$ cat src/rtl/fix_pkg.sv
// fix_pkg: shared FIX byte-reader constants, count type and word/byte helper
package fix_pkg;
  localparam logic [7:0] FIX_SOH = 8'h01;
  localparam int FIX_BYTE_W = 8;
  typedef logic [1:0] cnt_t;
  function automatic int bytes_per_word(input int data_width);
    return data_width / FIX_BYTE_W;
  endfunction
endpackage

$ cat src/rtl/fix_fifo_byte_reader_if.sv
// fix_fifo_byte_reader_if: FIFO read port plus byte stream toward the FIX parser
// master = reader side (drives rd_cs/rd_en and the byte stream), slave = FIFO + parser side
interface fix_fifo_byte_reader_if import fix_pkg::*; #(parameter int DATA_WIDTH = 32) ();
  logic fifo_empty_i;
  logic [DATA_WIDTH-1:0] fifo_data_i;
  logic fifo_rd_cs_o;
  logic fifo_rd_en_o;
  logic [FIX_BYTE_W-1:0] byte_o;
  logic byte_valid_o;
  logic byte_ready_i;
  logic soh_o;
  logic last_in_word_o;
  modport master (
    input fifo_empty_i, fifo_data_i, byte_ready_i,
    output fifo_rd_cs_o, fifo_rd_en_o, byte_o, byte_valid_o, soh_o, last_in_word_o
  );
  modport slave (
    output fifo_empty_i, fifo_data_i, byte_ready_i,
    input fifo_rd_cs_o, fifo_rd_en_o, byte_o, byte_valid_o, soh_o, last_in_word_o
  );
endinterface

$ cat src/rtl/fix_rd_prefetch.sv
// fix_rd_prefetch: 2-entry word store (current + prefetch) with capture steering and pop
// cap/cap_data: returning FIFO word; pop: last byte of cur_word leaves; cur_word/stored: head word and fill count
module fix_rd_prefetch import fix_pkg::*; #(
  parameter int DATA_WIDTH = 32
) (
  input  logic                  clk,
  input  logic                  rst,
  input  logic                  cap,
  input  logic [DATA_WIDTH-1:0] cap_data,
  input  logic                  pop,
  output logic [DATA_WIDTH-1:0] cur_word,
  output cnt_t                  stored
);
  logic [DATA_WIDTH-1:0] pf_word;
  logic to_cur;
  logic shift;
  // A returning word lands directly in cur_word when the head is empty or is leaving this cycle
  always_comb begin
    to_cur = cap && (stored == 2'd0 || (stored == 2'd1 && pop));
    shift = pop && stored == 2'd2;
  end
  always_ff @(posedge clk) begin
    if (rst) begin
      stored <= '0;
      cur_word <= '0;
      pf_word <= '0;
    end else begin
      stored <= stored + cnt_t'(cap) - cnt_t'(pop);
      if (to_cur || shift) cur_word <= shift ? pf_word : cap_data;
      if (cap && !to_cur) pf_word <= cap_data;
    end
  end
endmodule

$ cat src/rtl/fix_fifo_byte_reader.sv
// fix_fifo_byte_reader: pops FIX ingress FIFO words and streams them MSB byte first, flagging SOH
// clk/rst: clock and sync active-high reset; bus: FIFO read port and valid/ready byte stream
module fix_fifo_byte_reader import fix_pkg::*; #(
  parameter int DATA_WIDTH = 32,
  parameter int BYTE_WIDTH = FIX_BYTE_W,
  parameter logic [BYTE_WIDTH-1:0] SOH_CHAR = FIX_SOH
) (
  input logic clk,
  input logic rst,
  fix_fifo_byte_reader_if.master bus
);
  localparam int BPW = bytes_per_word(DATA_WIDTH);
  localparam int IW = BPW > 1 ? $clog2(BPW) : 1;
  localparam logic [IW-1:0] LAST = IW'(BPW - 1);
  logic inflight;
  logic rst_q;
  logic last;
  logic xfer;
  logic [IW-1:0] idx;
  logic [DATA_WIDTH-1:0] cur_word;
  cnt_t stored;
  // rst_q keeps every output low for the cycle right after reset
  always_comb begin
    bus.fifo_rd_en_o = !rst && !rst_q && !bus.fifo_empty_i && !inflight && stored != 2'd2;
    bus.fifo_rd_cs_o = bus.fifo_rd_en_o;
    bus.byte_valid_o = !rst && stored != 2'd0;
    bus.byte_o = bus.byte_valid_o ? BYTE_WIDTH'(cur_word >> (FIX_BYTE_W * (BPW - 1 - int'(idx)))) : '0;
    last = idx == LAST;
    bus.last_in_word_o = bus.byte_valid_o && last;
    bus.soh_o = bus.byte_valid_o && bus.byte_o == SOH_CHAR;
    xfer = bus.byte_valid_o && bus.byte_ready_i;
  end
  always_ff @(posedge clk) begin
    if (rst) begin
      inflight <= 1'b0;
      idx <= '0;
      rst_q <= 1'b1;
    end else begin
      rst_q <= 1'b0;
      inflight <= bus.fifo_rd_en_o;
      if (xfer) idx <= last ? '0 : idx + 1'b1;
    end
  end
  fix_rd_prefetch #(.DATA_WIDTH(DATA_WIDTH)) u_pf (
    .clk(clk),
    .rst(rst),
    .cap(inflight),
    .cap_data(bus.fifo_data_i),
    .pop(xfer && last),
    .cur_word(cur_word),
    .stored(stored)
  );
endmodule

$ cat src/flat_wrapper.sv
// flat-port wrapper written by rule: the top's interface ports become plain ports
module fix_fifo_byte_reader_flat import fix_pkg::*;
#(
  parameter int DATA_WIDTH = 32,
  parameter int BYTE_WIDTH = FIX_BYTE_W,
  parameter logic [BYTE_WIDTH-1:0] SOH_CHAR = FIX_SOH
)
  (clk, rst, bus_fifo_empty_i, bus_fifo_data_i, bus_byte_ready_i, bus_fifo_rd_cs_o, bus_fifo_rd_en_o, bus_byte_o, bus_byte_valid_o, bus_soh_o, bus_last_in_word_o);
  fix_fifo_byte_reader_if #(.DATA_WIDTH(DATA_WIDTH)) bus_i ();
  input logic clk;
  input logic rst;
  input wire logic [$bits(bus_i.fifo_empty_i)-1:0] bus_fifo_empty_i;
  input wire logic [$bits(bus_i.fifo_data_i)-1:0] bus_fifo_data_i;
  input wire logic [$bits(bus_i.byte_ready_i)-1:0] bus_byte_ready_i;
  output wire logic [$bits(bus_i.fifo_rd_cs_o)-1:0] bus_fifo_rd_cs_o;
  output wire logic [$bits(bus_i.fifo_rd_en_o)-1:0] bus_fifo_rd_en_o;
  output wire logic [$bits(bus_i.byte_o)-1:0] bus_byte_o;
  output wire logic [$bits(bus_i.byte_valid_o)-1:0] bus_byte_valid_o;
  output wire logic [$bits(bus_i.soh_o)-1:0] bus_soh_o;
  output wire logic [$bits(bus_i.last_in_word_o)-1:0] bus_last_in_word_o;
  assign bus_i.fifo_empty_i = bus_fifo_empty_i;
  assign bus_i.fifo_data_i = bus_fifo_data_i;
  assign bus_i.byte_ready_i = bus_byte_ready_i;
  assign bus_fifo_rd_cs_o = bus_i.fifo_rd_cs_o;
  assign bus_fifo_rd_en_o = bus_i.fifo_rd_en_o;
  assign bus_byte_o = bus_i.byte_o;
  assign bus_byte_valid_o = bus_i.byte_valid_o;
  assign bus_soh_o = bus_i.soh_o;
  assign bus_last_in_word_o = bus_i.last_in_word_o;
  fix_fifo_byte_reader #(.DATA_WIDTH(DATA_WIDTH), .BYTE_WIDTH(BYTE_WIDTH), .SOH_CHAR(SOH_CHAR)) u_core (.clk(clk), .rst(rst), .bus(bus_i));
endmodule
$ cat config.mk
export PLATFORM = sky130hd
export DESIGN_NAME = fix_fifo_byte_reader_flat
export DESIGN_NICKNAME = d
export VERILOG_FILES = /design/src/rtl/fix_pkg.sv /design/src/rtl/fix_fifo_byte_reader_if.sv /design/src/rtl/fix_rd_prefetch.sv /design/src/rtl/fix_fifo_byte_reader.sv /design/src/flat_wrapper.sv
export SDC_FILE = /design/constraint.sdc
export NUM_CORES = 1
export LEC_CHECK = 0
export BUFFER_PORTS_ARGS = -buffer_cell sky130_fd_sc_hd__buf_2
export CORE_ASPECT_RATIO = 1.75
export CORE_MARGIN = 2
export CORE_UTILIZATION = 51
export CTS_BUF_LIST = sky130_fd_sc_hd__clkbuf_16
export DETAILED_ROUTE_END_ITERATION = 8
export GPL_ROUTABILITY_DRIVEN = 0
export PLACE_DENSITY = 0.83
export SETUP_SLACK_MARGIN = 0.5
export SYNTH_ARGS = -nofsm -noshare
export SYNTH_HDL_FRONTEND = slang
export SYNTH_HIERARCHICAL = 1
export SYNTH_SLANG_ARGS = --single-unit
export TNS_END_PERCENT = 20
$ cat constraint.sdc
create_clock -name clk -period 2 [get_ports clk]
set_input_delay 0.2 -clock clk [delete_from_list [all_inputs] [get_ports clk]]
set_output_delay 0.2 -clock clk [all_outputs]
set_load 0.03 [all_outputs]
=== Yosys cells after proc, flatten, opt, wreduce, memory -nomap -nowiden ===
Cells that the tools add are included.

* Bits in registers: 70
* Latch bits: 0
* Memory bits (writable): 0
* Bits in read-only memories: 0
* Bits of input ports: 36
* Output and inout bits: 13
* Logic and storage cells: 42
* Memories kept: 0

* Add/subtract/negate cells: 4
* Multiply operators: 0
* Div/mod/pow operators: 0
* Magnitude comparators: 0
* Equality and inequality tests: 5
* Shift operators: 1
* Mux-type cells: 4
* Bitwise operators: 0
* Reductions and logical operators: 22

{| class="wikitable"
|+ Operators by type and width
! operator !! count
|-
| $mux 32 || 1
|-
| $shr 32x32->8 || 1
|-
| $logic_and 1x1->1 || 13
|-
| $eq 8x1->1 const B || 1
|-
| $mux 8 || 1
|-
| $logic_not 1->1 || 5
|-
| $eq 2x2->1 const B || 2
|-
| $sub 2x2->3 const A || 1
|-
| $add 2x1->2 || 1
|-
| $add 2x1->2 const B || 1
|-
| $eq 2x1->1 const B || 1
|-
| $logic_not 2->1 || 1
|-
| $logic_or 1x1->1 || 2
|-
| $mux 2 || 1
|-
| $ne 2x2->1 const B || 1
|-
| $reduce_bool 2->1 || 1
|-
| $sub 2x1->2 || 1
|-
| $mux 1 || 1
|}

=== Logic depth before layout (Yosys ltp) ===
Gate-level depths: netlist of the first run.

* Word-level depth: 9
* Mapped depth: 8

=== Cells and area by module ===
The synthesis of the first run kept the hierarchy.

{| class="wikitable"
|+ Modules (own cells, without submodules)
! module !! instances !! cells each !! area an instance (µm²) !! sequential area each (µm²)
|-
| fix_rd_prefetch || 1 || 302 || 2975.4 || 1321.3
|-
| fix_fifo_byte_reader || 1 || 41 || 469.2 || 80.1
|}

=== Worst setup path before layout of the first run ===
Ideal clock, no wire load.

* Path kind: register -> register
* From: reg u_core.u_pf.stored[1]
* To: reg u_core.u_pf.cur_word[0]
* Setup time: 0.119 ns
* Data arrival time: 1.971 ns
* Data required time: 1.881 ns
* Slack: -0.089 ns
* Cell stages (with the launch flop): 9
* Path buffers: 3
* Cells stage by stage: dfxtp_1 o21ba_2 clkbuf_1 and3_1 and2_4 buf_6 clkbuf_1 a21oi_1 o221a_1

* Longest elaborated chain between the ends: 8
* Elaborated cells on any way between the ends: 13

{| class="wikitable"
|+ RTL lines
! what !! RTL line !! source
|-
| start, declared || fix_rd_prefetch.sv:12 || <nowiki>output cnt_t stored</nowiki>
|-
| start signal, assigned || fix_rd_prefetch.sv:28 || <nowiki>stored <= stored + cnt_t'(cap) - cnt_t'(pop);</nowiki>
|-
| $reduce_bool 2->1 (*) || fix_fifo_byte_reader.sv:26 || <nowiki>bus.byte_valid_o = !rst && stored != 2'd0;</nowiki>
|-
| $logic_and 1x1->1 (*) || fix_fifo_byte_reader.sv:26 ||
|-
| named net bus_byte_valid_o || flat_wrapper.sv:18 || <nowiki>output wire logic [$bits(bus_i.byte_valid_o)-1:0] bus_byte_valid_o;</nowiki>
|-
| $logic_and 1x1->1 (*) || fix_fifo_byte_reader.sv:31 || <nowiki>xfer = bus.byte_valid_o && bus.byte_ready_i;</nowiki>
|-
| $logic_and 1x1->1 (*) || fix_fifo_byte_reader.sv:49 || <nowiki>.pop(xfer && last),</nowiki>
|-
| $logic_and 1x1->1 || fix_rd_prefetch.sv:19 || <nowiki>to_cur = cap && (stored == 2'd0 || (stored == 2'd1 && pop));</nowiki>
|-
| $logic_or 1x1->1 || fix_rd_prefetch.sv:19 ||
|-
| $logic_and 1x1->1 || fix_rd_prefetch.sv:19 ||
|-
| $logic_or 1x1->1 || fix_rd_prefetch.sv:29 || <nowiki>if (to_cur || shift) cur_word <= shift ? pf_word : cap_data;</nowiki>
|-
| end signal, assigned || fix_rd_prefetch.sv:29 ||
|-
| end, declared || fix_rd_prefetch.sv:11 || <nowiki>output logic [DATA_WIDTH-1:0] cur_word,</nowiki>
|}

Mark *: on every way through the listed nets, which the timed path passes. The rest lies on a longest branch.
A chain may end at the register's enable or synchronous reset.

=== Worst setup path in the final report of the first run ===
* From: reg u_core.idx[0]
* To: out bus_soh_o

* Longest elaborated chain between the ends: 5

{| class="wikitable"
|+ RTL lines
! what !! RTL line !! source
|-
| start, declared || fix_fifo_byte_reader.sv:19 || <nowiki>logic [IW-1:0] idx;</nowiki>
|-
| start signal, assigned || fix_fifo_byte_reader.sv:41 || <nowiki>if (xfer) idx <= last ? '0 : idx + 1'b1;</nowiki>
|-
| $sub 2x2->3 || fix_fifo_byte_reader.sv:27 || <nowiki>bus.byte_o = bus.byte_valid_o ? BYTE_WIDTH'(cur_word >> (FIX_BYTE_W * (BPW - 1 - int'(idx)))) : '0;</nowiki>
|-
| $shr 32x32->8 || fix_fifo_byte_reader.sv:27 ||
|-
| $mux 8 || fix_fifo_byte_reader.sv:27 ||
|-
| $eq 8x1->1 || fix_fifo_byte_reader.sv:30 || <nowiki>bus.soh_o = bus.byte_valid_o && bus.byte_o == SOH_CHAR;</nowiki>
|-
| $logic_and 1x1->1 || fix_fifo_byte_reader.sv:30 ||
|-
| end, declared || flat_wrapper.sv:19 || <nowiki>output wire logic [$bits(bus_i.soh_o)-1:0] bus_soh_o;</nowiki>
|}

No other way between the ends.

==> metrics, run 1 <==
status complete, but fails checks; failing checks negative setup slack; initial drt markers 268; syn nets about 380; total track usage approximately 25%; CTS buffer count 9; post-synthesis sequential area ratio approximately two fifths; fraction of registers with async set/reset 0%; crit path DAT ~2.0 ns; clock buffer depth 2; Residual DRC 0; WL final between 9 and 10 mm; Cell Rows 39; FF-to-FF setup slack -0.01 ns; pre-CTS setup slack ~0.030 ns; HPWL after detailed placement 5.23 mm; CTS tree yes; first-pass GRT wire length ~14 mm; Initial Util a little over half; Fin Setup TNS -0.309 ns; Pint around 0.0026 W; Setup crit start kind flip-flop; gr ovfl total 0; most frequent cells in the layout 67 x dfxtp_1, 65 x nand2b_1, 35 x buf_2, 35 x a21oi_1, 34 x nor2_1; Tcrit/Tclk final 110%; P per Cell Area 757 mW/mm2; Sw Share between 20% and 30%; Hold Path Depth 3; unique cell type count in the Yosys netlist 32; fin crit period around 2.2 ns; total power between 0.003 and 0.004 W; Pins Over Slew Limit 0; area of the multi-input gates ~0.0020 mm2; slew margin rel. about half; clock slew at reported path FFs 0.05 ns; post-route insts no fill 484; switching power a little over 0.0008 W; Max Clock Skew around 0.0045 ns; initial antenna violation count 0; Setup CP Type flip-flop to output pin; Worst Setup End Kind output pin; share of post-route cells with drive strength above 1 30.3%; Max FO, Critical Path 8; Avg WL per Cell approximately 20 um; Layout area overhead 29.5%; largest net degree at the start of global routing 102; count of final hold-check violations 0; total number of H-tree levels 3; Vias about 2900; Min-Delay Path Class primary input to flip-flop; vias per cell 5.94; cell count after synthesis 343; # IOs slightly below 50; First-pass DRT Iterations 5; Antenna Cells 0; hold path start bus_fifo_data_i[21]; required time of the critical path approximately 1.8 ns; Leak Pwr approximately 1.7 nW; Clk Latency, worst-skew pair 0.33 ns; Seq pwr share a little over two fifths; post-synthesis cell area approximately 0.0034 mm2; Yosys warnings 6; clock net sink count 70; CTS root buf clkbuf_16; EDFF count, synth 0; Main synth FF type dfxtp_1; Max Freq about 460 MHz; Port Buffer Count 48; endpoints failing setup 3; Worst-Margin Slew roughly 0.77 ns; R2R depth 9; die area roughly 0.0075 mm2; Final ANT Viol Nets 0; nets approximately 440; maxcap violations 0; synthesized area per cell between 10 and 15 um2; fill count between 500 and 600; register area 0.00141 mm2; Area contributors post-synth dfxtp_1 41%, nand2b_1 12%, o221a_1 10%; Max IR drop VDD roughly 0.55 mV; RSZ-0062 raised after global routing true; clock share of power 45.1%; R2R Path Start u_core/idx[0]; Yosys top cell area share between 40% and 50%; most common cell after layout, fill and taps aside dfxtp_1; Core Footprint between 0.006 and 0.007 mm2; cell taking the most area after synthesis dfxtp_1; worst reg2reg path endpoint u_core/u_pf/pf_word[7]; hold endpoint u_core/u_pf/pf_word[21]; DP Cell Count 450; synthesis-stage register bit count 70; combinational power share ~11%; Die W ~66 um; die height about 110 um; vias in the first global route between 2000 and 3000; Setup WS post-layout -0.191 ns
routing by layer:
metal	vias up	share of wire [%]	track usage, %
met3	28	5.5	5.47
met2	128	53	42.2
met1	1385	38	28.1
li1	1333	-	-
met4	0	3.6	12.4
met5	-	0	0
worst max-delay path, cell delays in order, from the launching register on:
cell     delay (ns)
dfxtp_4        0.36
buf_12         0.12
mux4_2         0.53
nor4_2         0.29
and3_1         0.22
buf_6          0.13
what timing repair did:
action,CTS,global route
pin swaps,34,38
resized for setup,48,28
setup endpoints to repair,78,79
endpoints found under the hold margin,0,0
cloned,3,3
hold buffers,0,0
buffers inserted,3,9
metrics by stage:
step           util, %  hold slack [ns]  instance area (um2)
2_1_floorplan        -            0.228                 3490
3_3_place_gp      56.9            0.459                 3720
3_5_place_dp      56.9            0.466                 3720
4_1_cts           64.3            0.139                 4210
5_1_grt           68.2            0.142                 4460
6_report          68.2            0.144                 4460
layout make-up:
type                            count  share of cell area, %
Tap cell                           82                   2.30
Sequential cell                    70                   31.7
Inverter                            5                  0.477
Multi-Input combinational cell    238                   44.6
Clock inverter                      7                   1.26
Clock buffer                        9                   5.05
Timing Repair Buffer               73                   14.6
synth_stat cells (2+ instances only):
cell / number
mux4_2: 3
o221a_1: 32
clkbuf_1: 16
inv_1: 5
buf_2: 5
buf_6: 8
ha_1: 3
buf_1: 2
and3_1: 2
a21oi_1: 36
mux2i_1: 32
dfxtp_1: 70
nor2_1: 34
mux4_1: 5
and2_1: 8
nor2b_1: 2
nand2b_1: 65
logic make-up (layout without fill, tap and decap cells):
group	count (synthesis)	after routing	synth area share [%]
adders and majority gates	3	3	1.09
xor gates and xnor gates	2	2	0.509
muxes	40	40	15.1
AOI/OAI and AO/OA	73	75	17.5
buffers and inverters	37	94	6.07
DFF	70	70	40.7
and+or+nand+nor	118	118	19.1
worst max path at each step:
stage	startpoint	end	slack, ns	cells past startpoint
CTS	u_core/idx[0]	bus_soh_o	-0.16	5
global route	u_core/idx[0]	bus_soh_o	-0.22	5
finish	u_core/idx[0]	bus_soh_o	-0.19	5
floorplan	u_core/u_pf/stored[1]	u_core/u_pf/cur_word[25]	0.17	8
detailed placement	u_core/idx[0]	bus_soh_o	0.03	5
global placement	u_core/idx[0]	bus_soh_o	0.12	5
state kept, by name, summed over array words and instances, names as in the netlist:
signal	cells
u_core/u_pf/pf_word	32
u_core/u_pf/cur_word	32
u_core/inflight	1
u_core/u_pf/stored	2
u_core/idx	2
u_core/rst_q	1
power groups by stage:
stage          registers [W]  logic [W]  clock network, W
2_1_floorplan        0.00149   0.000216                 0
3_3_place_gp         0.00150   0.000284                 0
3_5_place_dp         0.00150   0.000293                 0
4_1_cts              0.00147   0.000331           0.00152
5_1_grt              0.00148   0.000401           0.00161
6_report             0.00148   0.000376           0.00152
Note: power is estimated with default switching activity, not from simulation.
==> run 2, diff against run 1 <==
Settings changed: CORE_UTILIZATION 51 to 52, PLACE_DENSITY 0.83 to 0.81.
Clock period 2 ns to 2.5 ns, I/O delays scaled along.
==> run 2 against run 1 <==
The run now ends clean. Non-clock buffer count is 15 lower. Largest cell class unchanged. Sequential share of layout area is 2.6 points higher. Final area shrank 7.9%. Clock-buffer cell count did not move. Critical path type unchanged. Sequential cell count stayed put. Clock power fell by 5%. Global-route usage fell by 1.1 points. Critical endpoint unchanged. Die area is 1.8% lower.
==> metrics, run 2 (synthesized netlist as in run 1, its figures left out) <==
status complete, no violations; buffers and inverters on the worst path 1; Tcrit/Tclk final 86.4%; First-pass DRT Iterations 4; Max FO, Critical Path 6; CTS tree yes; maxcap violations 0; Clk Latency, worst-skew pair approximately 0.34 ns; largest registers u_core/u_pf/cur_word x32, u_core/u_pf/pf_word x32; Critical Path Start u_core/idx[0]; gr ovfl total 0; largest net degree at the start of global routing about 100; Worst-Margin Slew between 0.7 and 0.8 ns; Residual DRC 0; total number of H-tree levels 3; Cell Rows 39; CP top delay family multiplexers; Min-Delay Path Class primary input to flip-flop; R2R Path Start u_core/idx[0]; vias in the first global route 2609; clock buffer depth 2; Antenna Cells 0; clock slew at reported path FFs about 0.06 ns; initial drt markers between 200 and 300; count of final hold-check violations 0; hold path start bus_fifo_empty_i; fin crit period roughly 2.2 ns; Leak Pwr 1.57 nW; total track usage between 20% and 30%; Avg WL per Cell between 15 and 20 um; Hold-fix buffers, CTS 0; Pins Over Slew Limit 0; total power 0.00288 W; Worst Setup End Kind output pin; initial antenna violation count 0; crit path DAT 1.91 ns; Vias about 2700; CTS root buf clkbuf_16; biggest cell delay along the critical path 0.55 ns; most common cell after layout, fill and taps aside dfxtp_1; Layout area overhead 19.2%; P per Cell Area between 700 and 800 mW/mm2; vias per cell between 5 and 6; CTS buffer count 9; slew margin rel. 48.8%; nets roughly 420; Max Freq around 460 MHz; Max IR drop VDD approximately 0.4 mV; first-pass GRT wire length roughly 13 mm; required time of the critical path approximately 2.3 ns; CP cell instances mux4_2 > nor4_2 > and3_1 > buf_6; Slowest-stage cell, CP mux4_2; clock net sink count 70; Setup CP Type flip-flop to output pin; HPWL after detailed placement around 5.0 mm; Max Clock Skew about 0.0048 ns; # IOs just under 50; most frequent cells in the layout 67 x dfxtp_1, 65 x nand2b_1, 46 x buf_2; Setup crit start kind flip-flop; die height approximately 110 um; share of post-route cells with drive strength above 1 24.5%; Fin Setup TNS 0 ns; RSZ-0062 raised after global routing true; Port Buffer Count 48; Die W 65.5 um; endpoints failing setup 0; Core Footprint 0.00649 mm2; Initial Util between 50% and 60%; Final ANT Viol Nets 0; WL final 8.27 mm; die area about 0.0073 mm2
-- run 2: per-layer routing --
layer / GRT usage, % / vias to the layer above / part of all wire [%]
li1: - / 1302 / -
met1: 27.8 / 1318 / 40
met2: 39.3 / 84 / 53
met3: 5.56 / 22 / 4.2
met4: 12.1 / 0 / 3.7
met5: 0 / - / 0
-- run 2: final timing paths --
| check | endpoint | slack [ns] | cells past startpoint |
|---|---|---|---|
| setup / recovery | bus_soh_o | 0.34 | 4 |
| hold / removal | u_core/inflight | 0.18 | 3 |
| setup reg to reg | u_core/u_pf/cur_word[2] | 0.41 | 7 |
| hold reg to reg | u_core/u_pf/pf_word[30] | 0.47 | 2 |
-- run 2: worst min-delay path, stage by stage --
cell     delay [ns]
buf_2          0.07
or4_1          0.11
a21oi_1        0.04
-- run 2: report_power, final --
part | switching, W | internal, W
Combinational | 0.000129 | 0.000120
Clock | 0.000478 | 0.000968
Sequential | 0.0000295 | 0.00115
-- run 2: through the flow --
step | worst slack (ns) | cell area, um2 | cells | hold slack (ns) | util (%)
after floorplan | 0.505 | 3450 | 343 | 0.278 | -
after global placement | 0.436 | 3660 | 448 | 0.458 | 56.4
after detailed placement | 0.393 | 3660 | 448 | 0.467 | 56.4
after CTS | 0.376 | 4030 | 466 | 0.173 | 62.1
after global routing | 0.287 | 4110 | 470 | 0.199 | 63.3
final | 0.341 | 4110 | 470 | 0.180 | 63.3
-- run 2: layout make-up --
type,count,area (um2)
clock inverters,7,113
inverters,5,18.8
flip-flops and latches,70,1410
clock buffers,9,225
well taps,82,103
repair buffers,58,352
fillers,507,2380
multi-input cells,239,1890
-- run 2: repair_timing --
item | 4_1_cts | 5_1_grt
buffers inserted | 2 | 1
endpoints found under the setup margin | 41 | 67
resized for setup | 12 | 10
gates cloned | 0 | 3
pin swaps | 2 | 2
